**src/rtl/seq_multiplier_pkg.sv**
```systemverilog
// Shared types and constants for the sequential shift-add multiplier.
// Holds the controller state encoding, the default operand width and the step-counter width.
package seq_multiplier_pkg;

    localparam int WIDTH_DEFAULT = 8;

    // The counter must be able to hold the value WIDTH, so it needs clog2(WIDTH+1) bits.
    function automatic int cnt_width(input int width);
        return $clog2(width + 1);
    endfunction

    localparam int CNT_W_DEFAULT = $clog2(WIDTH_DEFAULT + 1);

    typedef enum logic [1:0] {
        IDLE = 2'd0,
        RUN  = 2'd1,
        DONE = 2'd2
    } state_e;

endpackage

```
**src/rtl/seq_multiplier_ripple_add8.sv**
```systemverilog
// WIDTH-bit ripple-carry adder used for the add step of the multiplier.
// Plain full-adder chain with an explicit carry-in and carry-out.
module ripple_add8
    import seq_multiplier_pkg::*;
#(
    parameter int WIDTH = WIDTH_DEFAULT
) (
    input  logic [WIDTH-1:0] a,
    input  logic [WIDTH-1:0] b,
    input  logic             cin,
    output logic [WIDTH-1:0] s,
    output logic             cout
);

    logic [WIDTH:0] c;

    assign c[0] = cin;

    for (genvar i = 0; i < WIDTH; i++) begin : g_fa
        assign s[i]   = a[i] ^ b[i] ^ c[i];
        assign c[i+1] = (a[i] & b[i]) | (c[i] & (a[i] ^ b[i]));
    end

    assign cout = c[WIDTH];

endmodule

```
**src/rtl/seq_multiplier.sv**
```systemverilog
// Unsigned shift-add multiplier: one partial-product step per RUN cycle, WIDTH steps per product.
// Control FSM and all datapath registers live here; only the adder is a separate module.
module seq_multiplier
    import seq_multiplier_pkg::*;
#(
    parameter int WIDTH = WIDTH_DEFAULT
) (
    input  logic                 clk,
    input  logic                 rst,
    input  logic                 start,
    input  logic [WIDTH-1:0]     A,
    input  logic [WIDTH-1:0]     B,
    output logic                 busy,
    output logic                 done,
    output logic [2*WIDTH-1:0]   P,
    output state_e               state_o
);

    localparam int CNT_W = cnt_width(WIDTH);

    // Handshake: start is a request sampled only while idle (busy=0, done=0); A/B are
    // captured on the accepting edge. busy stays high for exactly WIDTH cycles, then done
    // pulses for one cycle with P valid. P then holds until the next product is written.

    state_e               state_q, state_d;
    logic [WIDTH-1:0]     mcand_q, mcand_d;
    logic [2*WIDTH-1:0]   acc_q, acc_d;
    logic [CNT_W-1:0]     cnt_q, cnt_d;
    logic [2*WIDTH-1:0]   p_q, p_d;

    logic [WIDTH-1:0]     acc_hi;
    logic [WIDTH-1:0]     add_sum;
    logic                 add_cout;
    logic [WIDTH:0]       step;
    logic [2*WIDTH-1:0]   acc_shifted;

    assign acc_hi = acc_q[2*WIDTH-1:WIDTH];

    ripple_add8 #(
        .WIDTH (WIDTH)
    ) u_add (
        .a    (acc_hi),
        .b    (mcand_q),
        .cin  (1'b0),
        .s    (add_sum),
        .cout (add_cout)
    );

    // {carry, sum, acc_lo} >> 1: the carry lands in the MSB and acc[0] is consumed.
    assign step        = acc_q[0] ? {add_cout, add_sum} : {1'b0, acc_hi};
    assign acc_shifted = {step, acc_q[WIDTH-1:1]};

    always_comb begin
        state_d = state_q;
        mcand_d = mcand_q;
        acc_d   = acc_q;
        cnt_d   = cnt_q;
        p_d     = p_q;
        unique case (state_q)
            IDLE: begin
                if (start) begin
                    mcand_d = A;
                    acc_d   = {{WIDTH{1'b0}}, B};
                    cnt_d   = '0;
                    state_d = RUN;
                end
            end
            RUN: begin
                acc_d = acc_shifted;
                cnt_d = cnt_q + CNT_W'(1);
                if (cnt_q == CNT_W'(WIDTH - 1)) begin
                    p_d     = acc_shifted;
                    state_d = DONE;
                end
            end
            DONE: begin
                state_d = IDLE;
            end
            default: begin
                state_d = IDLE;
            end
        endcase
    end

    always_ff @(posedge clk) begin
        if (rst) begin
            state_q <= IDLE;
            mcand_q <= '0;
            acc_q   <= '0;
            cnt_q   <= '0;
            p_q     <= '0;
        end else begin
            state_q <= state_d;
            mcand_q <= mcand_d;
            acc_q   <= acc_d;
            cnt_q   <= cnt_d;
            p_q     <= p_d;
        end
    end

    assign busy    = (state_q == RUN);
    assign done    = (state_q == DONE);
    assign P       = p_q;
    assign state_o = state_q;

endmodule

```
**config.mk**
```make
export PLATFORM = sky130hd
export DESIGN_NAME = seq_multiplier
export DESIGN_NICKNAME = d
export VERILOG_FILES = /design/src/rtl/seq_multiplier_pkg.sv /design/src/rtl/seq_multiplier_ripple_add8.sv /design/src/rtl/seq_multiplier.sv
export SDC_FILE = /design/constraint.sdc
export NUM_CORES = 1
export LEC_CHECK = 0
export ABC_AREA = 1
export CAP_MARGIN = 15
export CELL_PAD_IN_SITES_DETAIL_PLACEMENT = 1
export CELL_PAD_IN_SITES_GLOBAL_PLACEMENT = 1
export CORE_ASPECT_RATIO = 0.6
export CORE_MARGIN = 3
export CORE_UTILIZATION = 40
export DETAILED_ROUTE_END_ITERATION = 8
export DONT_BUFFER_PORTS = 1
export GPL_TIMING_DRIVEN = 0
export PLACE_DENSITY_LB_ADDON = 0.1
export REMOVE_ABC_BUFFERS = 1
export SLEW_MARGIN = 10
export SYNTH_ARGS = -nofsm -noshare
export SYNTH_HDL_FRONTEND = slang
export SYNTH_SLANG_ARGS = --single-unit
export TNS_END_PERCENT = 50
```
**constraint.sdc**
```tcl
create_clock -name clk -period 3.9 [get_ports clk]
set_input_delay 0.585 -clock clk [delete_from_list [all_inputs] [get_ports clk]]
set_output_delay 0.585 -clock clk [all_outputs]
set_load 0.1 [all_outputs]
```
# After elaboration in Yosys (flattened, before gate mapping)

Index checks and enable logic that the tools add are counted.

Mux-type cells: 8
Add/sub/neg operators: 1
Eq/ne operators: 5
Reduce and logical (&&, ||, !) cells: 6
Bitwise operators: 37

Operator list:

| kind                                           | number |
|---|---|
| case mux 16 bit (2 select lines)               | 1 |
| two-way mux 16 bit                             | 1 |
| bitwise AND 1 bit                              | 15 |
| bitwise XOR 1 bit                              | 15 |
| two-way mux 9 bit                              | 1 |
| case mux 4 bit (2 select lines)                | 1 |
| AND reduction 2 bit                            | 4 |
| bitwise OR 1 bit                               | 7 |
| adder 4 x 1 -> 4 bit (second input constant)   | 1 |
| == test 4 x 3 -> 1 bit (second input constant) | 1 |
| two-way mux 2 bit                              | 2 |
| two-way mux 4 bit                              | 1 |
| case mux 2 bit (2 select lines)                | 1 |
| == test 2 x 1 -> 1 bit (second input constant) | 1 |
| == test 2 bit (second input constant)          | 1 |
| logical NOT 2 bit                              | 1 |
| != test 2 x 1 -> 1 bit (second input constant) | 1 |
| != test 2 bit (second input constant)          | 1 |
| nonzero test 2 bit                             | 1 |

Input port bits: 19
Logic and storage cells: 62
Output and inout port bits: 20
Bits in registers: 46

# Longest topological paths before layout

Gate-level depths: netlist (run 1).

Word-level depth: 17
Depth in mapped cells: 16
Mapped depth without buffers: 16

# By module

A second synthesis (run 1) with hierarchy kept.

Cells, all modules: 295
Area total of the unflattened synthesis: 2159.6 um2

By module, submodules not included:

| module         | instances | area each (um2) | cells each |
|---|---|---|---|
| seq_multiplier | 1         | 1961.9          | 277 |
| ripple_add8    | 1         | 197.7           | 18 |

# Worst setup path before layout (run 1)

Ideal clock, no wire load.

Kind: register to register
Start: register acc_q[8]
End: register p_q[14] (netlist: P[14])
Path buffers: 0
Stages on the path, launching flop included: 17
Setup slack: 0.706 ns
Period minus slack after synthesis: 3.194 ns
Arrival time: 3.060 ns
Setup time: 0.134 ns
Cell sequence: dfxtp_1 ha_1 inv_1 fa_1 fa_1 inv_1 fa_1 fa_1 inv_1 fa_1 fa_1 inv_1 fa_1 nand2_1 nand2_1 nand2_1 a21oi_1

Word-level cells in the longest chain between the ends: 15

RTL lines:

| element                         | RTL line                         | RTL |
|---|---|---|
| start, declared                 | seq_multiplier.sv:27             | `logic [2*WIDTH-1:0] acc_q, acc_d;` |
| start signal, assigned          | seq_multiplier.sv:89             | `acc_q <= '0;` |
| start signal, assigned          | seq_multiplier.sv:95             | `acc_q <= acc_d;` |
| bitwise AND 1 bit (2 in series) | seq_multiplier_ripple_add8.sv:21 | `assign c[i+1] = (a[i] & b[i]) \| (c[i] & (a[i] ^ b[i]));` |
| bitwise OR 1 bit                | seq_multiplier_ripple_add8.sv:21 |  |
| bitwise AND 1 bit               | seq_multiplier_ripple_add8.sv:21 |  |
| bitwise OR 1 bit                | seq_multiplier_ripple_add8.sv:21 |  |
| bitwise AND 1 bit               | seq_multiplier_ripple_add8.sv:21 |  |
| bitwise OR 1 bit                | seq_multiplier_ripple_add8.sv:21 |  |
| bitwise AND 1 bit               | seq_multiplier_ripple_add8.sv:21 |  |
| bitwise OR 1 bit                | seq_multiplier_ripple_add8.sv:21 |  |
| bitwise AND 1 bit               | seq_multiplier_ripple_add8.sv:21 |  |
| bitwise OR 1 bit                | seq_multiplier_ripple_add8.sv:21 |  |
| bitwise AND 1 bit               | seq_multiplier_ripple_add8.sv:21 |  |
| bitwise OR 1 bit                | seq_multiplier_ripple_add8.sv:21 |  |
| bitwise XOR 1 bit               | seq_multiplier_ripple_add8.sv:20 | `assign s[i] = a[i] ^ b[i] ^ c[i];` |
| two-way mux 9 bit               | seq_multiplier.sv:50             | `assign step = acc_q[0] ? {add_cout, add_sum} : {1'b0, acc_hi};` |
| end signal, assigned            | seq_multiplier.sv:97             | `p_q <= p_d;` |
| end, declared                   | seq_multiplier.sv:29             | `logic [2*WIDTH-1:0] p_q, p_d;` |

No other way between the ends.
A chain may end at the register's enable or synchronous reset.

# Worst setup path in the final report (run 1)

Start: register acc_q[8]
End: register acc_q[14]

Word-level cells in the longest chain between the ends: 16

RTL lines:

| element                          | RTL line                         | RTL |
|---|---|---|
| bitwise AND 1 bit (2 in series)  | seq_multiplier_ripple_add8.sv:21 |  |
| bitwise OR 1 bit                 | seq_multiplier_ripple_add8.sv:21 |  |
| bitwise AND 1 bit                | seq_multiplier_ripple_add8.sv:21 |  |
| bitwise OR 1 bit                 | seq_multiplier_ripple_add8.sv:21 |  |
| bitwise AND 1 bit                | seq_multiplier_ripple_add8.sv:21 |  |
| bitwise OR 1 bit                 | seq_multiplier_ripple_add8.sv:21 |  |
| bitwise AND 1 bit                | seq_multiplier_ripple_add8.sv:21 |  |
| bitwise OR 1 bit                 | seq_multiplier_ripple_add8.sv:21 |  |
| bitwise AND 1 bit                | seq_multiplier_ripple_add8.sv:21 |  |
| bitwise OR 1 bit                 | seq_multiplier_ripple_add8.sv:21 |  |
| bitwise AND 1 bit                | seq_multiplier_ripple_add8.sv:21 |  |
| bitwise OR 1 bit                 | seq_multiplier_ripple_add8.sv:21 |  |
| bitwise XOR 1 bit                | seq_multiplier_ripple_add8.sv:20 |  |
| two-way mux 9 bit                | seq_multiplier.sv:50             |  |
| case mux 16 bit (2 select lines) | seq_multiplier.sv:59             | `unique case (state_q)` |

No other way between the ends.

==> results.toml, run 1 <==
[drt]
drtAntennaViolNets = 0
vias = 1680
wl_mm = 5.099
vias_per_cell = 4.912
dr.pass1.iters = 4
drc = 0
drtIter0Drc = 43
wl_per_cell_um = 14.91

[power]
p_int_mw = 0.6554
p_comb_frac = 0.110
netSwitchingPower_mw = 0.2563
pwr-share-clk = 0.337
p_sw_frac = 0.2811
total_power_mw = 0.9118
power.density_mw_per_mm2 = 391.4
ir_drop_mv = 0.1301
power_leakage_nw = 0.9307
seqPwrFrac = 0.553

[sta]
final_max_slew_viol_count = 0
hold_viol_final = 0
worst_pin_slew_ns = 1.210
fmax_ghz = 0.2952
relSlewSlack = 0.1923
fin_crit_ns = 3.388
whs_ns = 0.3347
setup_tns_ns = 0
timing.final.crit_share = 0.8687
rsz0062_at_grt = "false"
setup_viol = 0
skew_ns = 0.009449

[global_route]
grt_pass1_vias = 1742
antenna_found_initial = 0
groute.usage.overall = 0.1714
grt_max_degree = 27
grt_pass1_wl_mm = 8.618
overflow = 0

[synthesis]
ys_seq_area_frac = 0.4112
synth_simple_gate_area_share = 0.2732
synthAdderAreaFrac = 0.07374
syn_area_per_cell_um2 = 8.027
synthCells = 279
synth_mux_area_frac = 0
netlist_area_mm2 = 0.002240
ys_warn_count = 0
synthXorXnorAreaFrac = 0
synth_top_family_by_area = "simple AND/OR/NAND/NOR gates"
synth-compound-area-share = 0.1480
synth.distinct_cells = 29
yosys_register_bits = 46

[layout]
fin_area_mm2 = 0.002330
drive_above_1_share = 0.1667
finish.utilization = 0.4455
area_delta_synth_final_pct = 4.022
antenna_cells = 0
layout_common_cells = "nand2_1, dfxtp_1, nor2_1, inv_1, a21oi_1"
n_fill_cell = 647
nets = 303
layout.cells.most_common = "nand2_1"

[clock_network]
cts_resized = 0
cts.sinks = 46
cts_inserted_buffers = 5
postCtsSetupBuffers = 0
cts_tree = "yes"
path_clk_slew_ns = 0.09
ctsHoldBuffers = 0
cts_buffer_depth = 2
clkLatencyLatePin_ns = 0.30
htree_levels = 2
clock-root-buffer = "clkbuf_8"

[worst_setup_path]
criticalPathCategory = "flip-flop to flip-flop"
cp_cell_sequence = "ha_1, inv_1, fa_1, fa_1, inv_1, fa_1, fa_1, inv_1, fa_1, fa_1, inv_1, fa_1, nand2_1, nand2_1, nand2_1, a21oi_1"
arrival_ns = 3.58
critPathMostFrequentCell = "fa_1"
cp.buffers_inverters = 4
crit_slowest_cell = "fa_1"
worstPathRequired_ns = 4.09
path_max_fanout = 3
crit_path_start_kind = "flip-flop"
end_kind = "flip-flop"
crit_path_max_incr_delay_ns = 0.40
cp_top_family = "adder cells"

[floorplanning]
die_h_um = 63.96
start_util = 0.4282
rows = 20
ios = 39
die_area_mm2 = 0.006562
coreArea_mm2 = 0.005230
fp.dieW_um = 102.6

[placement]
dpl.hpwl_mm = 3.576
gp_congestion = 0.6990
placed_area_mm2 = 0.002235
io_buffers = 0

[status]
outcome = "finished, final reports clean"

[min_path]
min-delay-path-class = "input port to flip-flop"

[flow_run]
drv_cap = 0
synth_stat cells:
cell type	instances	area share
nand2_1	79	0.13
dfxtp_1	46	0.41
nor2_1	29	0.049
inv_1	27	0.045
a21oi_1	21	0.047
o21ai_2	13	0.051
o21ai_0	12	0.027
fa_1	7	0.063
nand3_2	7	0.031
nand3_1	5	0.011
nand2_2	4	0.011
a21oi_2	3	0.012
buf_4	3	0.010
clkbuf_1	3	0.0050
buf_2	2	0.0045
ha_1	2	0.011
inv_2	2	0.0034
nand2_4	2	0.010
o21ai_1	2	0.0045
buf_12	1	0.0089
buf_6	1	0.0050
buf_8	1	0.0067
inv_8	1	0.0050
nand2_8	1	0.0089
nand4_1	1	0.0028
nor2_4	1	0.0050
nor2_8	1	0.0089
o21ai_4	1	0.0073
or2_2	1	0.0028
cell families after synthesis:
group,Yosys count
compound gates,52
fa+ha+maj,9
buf+inv,41
flops,46
simple gates,131
layout make-up:
cell class                 instances  area (um2)  area share
clock buffer                       6       82.58     0.03545
clock inverter                     2       12.51    0.005371
inverter                          30       120.1     0.05156
multi-input combinational        192        1111      0.4769
sequential                        46       920.9      0.3953
tap                               66       82.58     0.03545
state kept, by name (all words and copies together) (netlist names):
name     cells
P           16
acc_q       16
cnt_q        4
mcand_q      8
state_o      2
power groups by stage:
stage | combinational (mW) | clock, mW | sequential (mW)
floorplan | 0.0794 | 0 | 0.513
global placement | 0.0988 | 0 | 0.515
detailed placement | 0.102 | 0 | 0.515
CTS | 0.103 | 0.321 | 0.505
global route | 0.116 | 0.343 | 0.507
finish | 0.100 | 0.307 | 0.504
per-layer routing:
| layer | global-route usage | part of all wire | wire length [um] | up-vias |
|---|---|---|---|---|
| met5 | 0 | 0 | 0 | - |
| met3 | 0.05016 | 0.049 | 248 | 8 |
| met1 | 0.2461 | 0.53 | 2717 | 786 |
| met2 | 0.2476 | 0.41 | 2074 | 23 |
| li1 | - | - | - | 863 |
| met4 | 0.04910 | 0.011 | 58 | 0 |
metrics by stage:
stage	setup WS (ns)	std cells
finish	0.5120	342
global route	0.2654	342
CTS	0.4767	342
detailed placement	0.5010	334
global placement	0.5142	334
floorplan	0.7205	268
worst register-to-register path, stage by stage, from the launching register on:
cell and delay [ns]:
dfxtp_1 0.36, ha_1 0.15, inv_1 0.05, fa_1 0.37
fa_1 0.37, inv_1 0.07, fa_1 0.18, fa_1 0.17
inv_1 0.05, fa_1 0.37, fa_1 0.37, inv_1 0.08
fa_1 0.40, nand2_1 0.08, nand2_1 0.07, nand2_1 0.06
a21oi_1 0.06
path summary, 6_finish.rpt:
| path | start | slack, ns | cells after the start | end |
|---|---|---|---|---|
| worst max-delay path | acc_q[8]$_SDFFE_PP0P_ | 0.51 | 16 | acc_q[14]$_SDFFE_PP0P_ |
| worst min-delay path | rst | 0.33 | 1 | cnt_q[1]$_SDFFE_PP0P_ |
| worst max register to register | acc_q[8]$_SDFFE_PP0P_ | 0.51 | 16 | acc_q[14]$_SDFFE_PP0P_ |
| worst min register to register | acc_q[13]$_SDFFE_PP0P_ | 0.48 | 2 | acc_q[13]$_SDFFE_PP0P_ |
Note: power is estimated with default switching activity, not from simulation.
==> run 2: changes to the inputs <==
==> constraint.sdc (replaced) <==
create_clock -name clk -period 3.9 [get_ports clk]
set_input_delay 0.585 -clock clk [delete_from_list [all_inputs] [get_ports clk]]
set_output_delay 0.585 -clock clk [all_outputs]
set_load 0.05 [all_outputs]
==> results.toml, run 2 (same netlist as run 1, synthesis figures left out) <==
[status]
outcome = "finished, final reports clean"

[worst_setup_path]
path_max_fanout = 3
timing.rr.start = "acc_q[8]$_SDFFE_PP0P_"
crit_path_start_kind = "flip-flop"
worstPathRequired_ns = 4.10
r2r_slack_ns = 0.47
reg2reg_to = "P[14]$_SDFFE_PP0P_"
end_kind = "flip-flop"
criticalPathCategory = "flip-flop to flip-flop"
r2r_cells = 16
arrival_ns = 3.63

[placement]
dp.cells = 334
place_ws_ns = 0.4993
io_buffers = 0
dpl.hpwl_mm = 3.591
gp_congestion = 0.6990

[layout]
seqCellArea_um2 = 920.9
finalNonFillerCells = 342
layout.cells.most_common = "nand2_1"
layout_common_cells = "nand2_1, dfxtp_1, nor2_1, inv_1, a21oi_1"
nets = 303
n_fill_cell = 642
multi_input_area_mm2 = 0.001109
antenna_cells = 0
area_delta_synth_final_pct = 3.743
drive_above_1_share = 0.1594
finish.utilization = 0.4443

[sta]
fin_crit_ns = 3.428
timing.final.crit_share = 0.8791
worst_pin_slew_ns = 0.9849
fmax_ghz = 0.2917
rsz0062_at_grt = "false"
final_max_slew_viol_count = 0
hold_viol_final = 0
skew_ns = 0.008771
relSlewSlack = 0.3427
fin_ws_ns = 0.4715
setup_viol = 0
setup_tns_ns = 0

[min_path]
hold_start = "rst"
min-delay-path-class = "input port to flip-flop"
hold_path_end = "cnt_q[1]$_SDFFE_PP0P_"
min_delay_path_depth = 1

[global_route]
antenna_found_initial = 0
groute.usage.overall = 0.1740
grt_pass1_wl_mm = 8.769
overflow = 0
grt_max_degree = 27
grt_pass1_vias = 1757

[drt]
drtAntennaViolNets = 0
drtIter0Drc = 78
drc = 0
vias = 1714
vias_per_cell = 5.012
wl_mm = 5.184
wl_per_cell_um = 15.16
dr.pass1.iters = 4

[power]
power_leakage_nw = 0.9322
ir_drop_mv = 0.1828
power.density_mw_per_mm2 = 391.2
total_power_mw = 0.9090

[clock_network]
path_clk_slew_ns = 0.09
cts.sinks = 46
ctsHoldBuffers = 0
htree_levels = 2
cts_buffer_depth = 2
postCtsSetupBuffers = 0
cts_inserted_buffers = 5
clkLatencyLatePin_ns = 0.30
cts_resized = 0
cts_tree = "yes"
clock-root-buffer = "clkbuf_8"

[floorplanning]
start_util = 0.4282
coreArea_mm2 = 0.005230
ios = 39
rows = 20
fp.dieW_um = 102.6
die_area_mm2 = 0.006562
die_h_um = 63.96

[flow_run]
drv_cap = 0
-- run 2: cell types whose count changed in the layout (fill, tap and decap cells not counted) --
| cell | delta |
|---|---|
| clkinvlp_4 | -1 |
| nor2_2 | -1 |
| clkbuf_1 | +1 |
| nor2_1 | +1 |
-- run 2: how the worst max path moves through the flow --
stage / slack, ns / end / cells past startpoint / from
global placement: 0.52 / P[14]$_SDFFE_PP0P_ / 16 / mcand_q[0]$_SDFFE_PP0P_
global route: 0.25 / P[14]$_SDFFE_PP0P_ / 16 / acc_q[8]$_SDFFE_PP0P_
finish: 0.47 / P[14]$_SDFFE_PP0P_ / 16 / acc_q[8]$_SDFFE_PP0P_
floorplan: 0.72 / acc_q[14]$_SDFFE_PP0P_ / 16 / acc_q[8]$_SDFFE_PP0P_
CTS: 0.45 / P[14]$_SDFFE_PP0P_ / 16 / acc_q[8]$_SDFFE_PP0P_
detailed placement: 0.50 / P[14]$_SDFFE_PP0P_ / 16 / acc_q[8]$_SDFFE_PP0P_
-- run 2: worst max-delay path, cell delays in order (launching register included) --
cell	delay, ns
dfxtp_1	0.36
ha_1	0.15
inv_1	0.05
fa_1	0.37
fa_1	0.37
inv_1	0.07
fa_1	0.18
fa_1	0.17
inv_1	0.05
fa_1	0.37
fa_1	0.39
inv_1	0.08
fa_1	0.41
nand2_1	0.10
nand2_1	0.08
nand2_1	0.08
a21oi_1	0.06
-- run 2: routing by layer --
layer / vias up / wire length [um] / track usage
met4: 0 / 36 / 0.03928
li1: 866 / - / -
met2: 31 / 2123 / 0.2500
met1: 812 / 2700 / 0.2522
met3: 5 / 325 / 0.05562
met5: - / 0 / 0
-- run 2: stage by stage --
step                      area, um2  hold WS (ns)
after detailed placement       2232        0.4726
final                          2323        0.3318
after global routing           2323        0.3138
after floorplan                2150        0.4480
after global placement         2232        0.4637
after CTS                      2323        0.3264
-- run 2: layout make-up --
cell class              instances  share of cell area
well taps                      66             0.03554
multi-input cells             192              0.4771
clock buffers                   7             0.03716
flip-flops and latches         46              0.3963
inverters                      30             0.05170
clock inverters                 1            0.002154
-- run 2: power by group --
| group | switching (mW) | internal, mW |
|---|---|---|
| logic | 0.0713 | 0.0263 |
| registers | 0.0142 | 0.487 |
| clock network | 0.167 | 0.143 |
==> run 3: changes to the inputs <==
--- a/config.mk
+++ b/config.mk
@@ -5,7 +5,6 @@
 export SDC_FILE = /design/constraint.sdc
 export NUM_CORES = 1
 export LEC_CHECK = 0
-export ABC_AREA = 1
 export CAP_MARGIN = 15
 export CELL_PAD_IN_SITES_DETAIL_PLACEMENT = 1
 export CELL_PAD_IN_SITES_GLOBAL_PLACEMENT = 1
@@ -14,7 +13,6 @@
 export CORE_UTILIZATION = 40
 export DETAILED_ROUTE_END_ITERATION = 8
 export DONT_BUFFER_PORTS = 1
-export GPL_TIMING_DRIVEN = 0
 export PLACE_DENSITY_LB_ADDON = 0.1
 export REMOVE_ABC_BUFFERS = 1
 export SLEW_MARGIN = 10
==> results.toml, run 3 <==
[status]
outcome = "finished, final reports clean"

[sta]
fin_crit_ns = 3.584
skew_ns = 0.004137
setup_viol = 0
rsz0062_at_grt = "false"
worst_pin_slew_ns = 0.8154
setup_tns_ns = 0
final_max_slew_viol_count = 0
timing.final.crit_share = 0.9189
fmax_ghz = 0.2790
hold_viol_final = 0
relSlewSlack = 0.4564

[layout]
fin_area_mm2 = 0.002103
layout.cells.most_common = "dfxtp_1"
layout_common_cells = "dfxtp_1, nand2_1, a21oi_1, inv_1, nor2_1"
finalNonFillerCells = 270
nets = 236
drive_above_1_share = 0.08213
n_fill_cell = 529
antenna_cells = 0
area_delta_synth_final_pct = 5.326

[synthesis]
ys_warn_count = 0
yosys_register_bits = 46
synth_edf_count = 0
synth_area_leader_cell = "dfxtp_1"
synth_ff_type = "dfxtp_1"
synth_top_area_frac = 0.4612
synthXorXnorAreaFrac = 0
syn_area_per_cell_um2 = 9.419
synthAdderAreaFrac = 0.08271
netlist_area_mm2 = 0.001997
synth_mux_area_frac = 0.02569
synth_most_common_cell = "dfxtp_1"
synth_common_cells = "dfxtp_1, nand2_1, a21oi_1"
synth.distinct_cells = 42
synth_top_family_by_area = "compound AO/OA/AOI/OAI gates"
synth_simple_gate_area_share = 0.1391
netlist_top_cells_area = "dfxtp_1, fa_1, nand2_1"
synth-compound-area-share = 0.2274
synthCells = 212
ys_seq_area_frac = 0.4612
async_reset_ff_frac = 0

[floorplanning]
fp.dieW_um = 97.22
ios = 39
start_util = 0.4264
die_h_um = 60.73
coreArea_mm2 = 0.004683
rows = 19
die_area_mm2 = 0.005904

[worst_setup_path]
arrival_ns = 3.78
path_max_fanout = 3
end_kind = "flip-flop"
timing.rr.start = "acc_q[8]$_SDFFE_PP0P_"
criticalPathCategory = "flip-flop to flip-flop"
worstPathRequired_ns = 4.09
r2r_slack_ns = 0.32
crit_path_start_kind = "flip-flop"
reg2reg_to = "acc_q[14]$_SDFFE_PP0P_"
r2r_cells = 15

[global_route]
grt_pass1_vias = 1570
overflow = 0
grt_max_degree = 34
antenna_found_initial = 0
groute.usage.overall = 0.1720
grt_pass1_wl_mm = 7.976

[power]
power.density_mw_per_mm2 = 412.9
ir_drop_mv = 0.1628
power_leakage_nw = 0.7691

[placement]
io_buffers = 0
dp.cells = 263
gp_congestion = 0.7386
dpl.hpwl_mm = 3.267
placed_area_mm2 = 0.002013

[drt]
dr.pass1.iters = 4
vias_per_cell = 5.537
wl_mm = 4.734
drtIter0Drc = 43
vias = 1495
wl_per_cell_um = 17.53
drc = 0
drtAntennaViolNets = 0

[clock_network]
clkLatencyLatePin_ns = 0.29
ctsHoldBuffers = 0
cts_buffer_depth = 2
cts_inserted_buffers = 5
cts.sinks = 46
postCtsSetupBuffers = 0
path_clk_slew_ns = 0.08
cts_resized = 0
clock-root-buffer = "clkbuf_8"
htree_levels = 2
cts_tree = "yes"

[min_path]
hold_path_end = "mcand_q[3]$_SDFFE_PP0P_"
hold_start = "rst"
min-delay-path-class = "input port to flip-flop"
min_delay_path_depth = 1

[flow_run]
drv_cap = 0
==> run 3: changes by cell type after synthesis, moves of 7 or more <==
cell       change
inv_1         -15
o21ai_0        -7
nand3_2        -7
nand2_1       -47
o2bb2ai_1      +9
o21ai_2       -13
a211oi_1       +9
nor2_1        -19
==> run 3: worst max path at each step <==
stage / start / to / slack (ns) / cells past startpoint
after floorplan: acc_q[8]$_SDFFE_PP0P_ / acc_q[14]$_SDFFE_PP0P_ / 0.56 / 15
after global placement: acc_q[8]$_SDFFE_PP0P_ / acc_q[14]$_SDFFE_PP0P_ / 0.45 / 15
after detailed placement: acc_q[8]$_SDFFE_PP0P_ / acc_q[14]$_SDFFE_PP0P_ / 0.29 / 15
after CTS: acc_q[8]$_SDFFE_PP0P_ / acc_q[14]$_SDFFE_PP0P_ / 0.27 / 15
after global routing: acc_q[8]$_SDFFE_PP0P_ / acc_q[14]$_SDFFE_PP0P_ / 0.12 / 15
final: acc_q[8]$_SDFFE_PP0P_ / acc_q[14]$_SDFFE_PP0P_ / 0.32 / 15
==> run 3: metal layers <==
layer	GRT usage	vias up	wire, um
li1	-	730	-
met1	0.2241	722	2297
met2	0.2814	36	2125
met3	0.04937	7	238
met4	0.06114	0	72
met5	0	-	0
==> run 3: kinds of logic after synthesis <==
family / after synthesis
AOI/OAI and AO/OA: 66
DFF: 46
buffers and inverters: 27
muxes: 5
and+or+nand+nor: 59
adders and majority gates: 9
==> run 3: where the power goes <==
part / switching, mW / total [mW] / internal (mW)
Combinational: 0.0450 / 0.0715 / 0.0266
Sequential: 0.0210 / 0.506 / 0.485
Clock: 0.154 / 0.291 / 0.137
==> run 3: stage by stage <==
stage,total power [mW],setup WS [ns],hold WS (ns),utilization
after global placement,0.5850,0.4457,0.4406,0.4299
after detailed placement,0.5886,0.2924,0.4492,0.4299
final,0.8685,0.3164,0.3511,0.4491
after global routing,0.9166,0.1204,0.3334,0.4491
after floorplan,0.5655,0.5602,0.4303,-
after CTS,0.8758,0.2730,0.3431,0.4475
==> run 3: final cells by class <==
cell class	count	area, um2	area share
Tap cell	63	78.83	0.03748
Multi-Input combinational cell	139	948.4	0.4509
Inverter	14	57.56	0.02736
Timing Repair Buffer	2	15.01	0.007139
Clock buffer	6	82.58	0.03926
Sequential cell	46	920.9	0.4378
==> run 3: worst max-delay path, stage by stage (launching register included) <==
cell,delay [ns]
dfxtp_1,0.37
ha_1,0.15
inv_1,0.05
fa_1,0.39
fa_1,0.37
inv_1,0.07
fa_1,0.17
fa_1,0.16
inv_1,0.05
fa_1,0.37
fa_1,0.36
inv_1,0.08
fa_1,0.40
mux2i_1,0.22
o22ai_1,0.11
nor2b_1,0.16
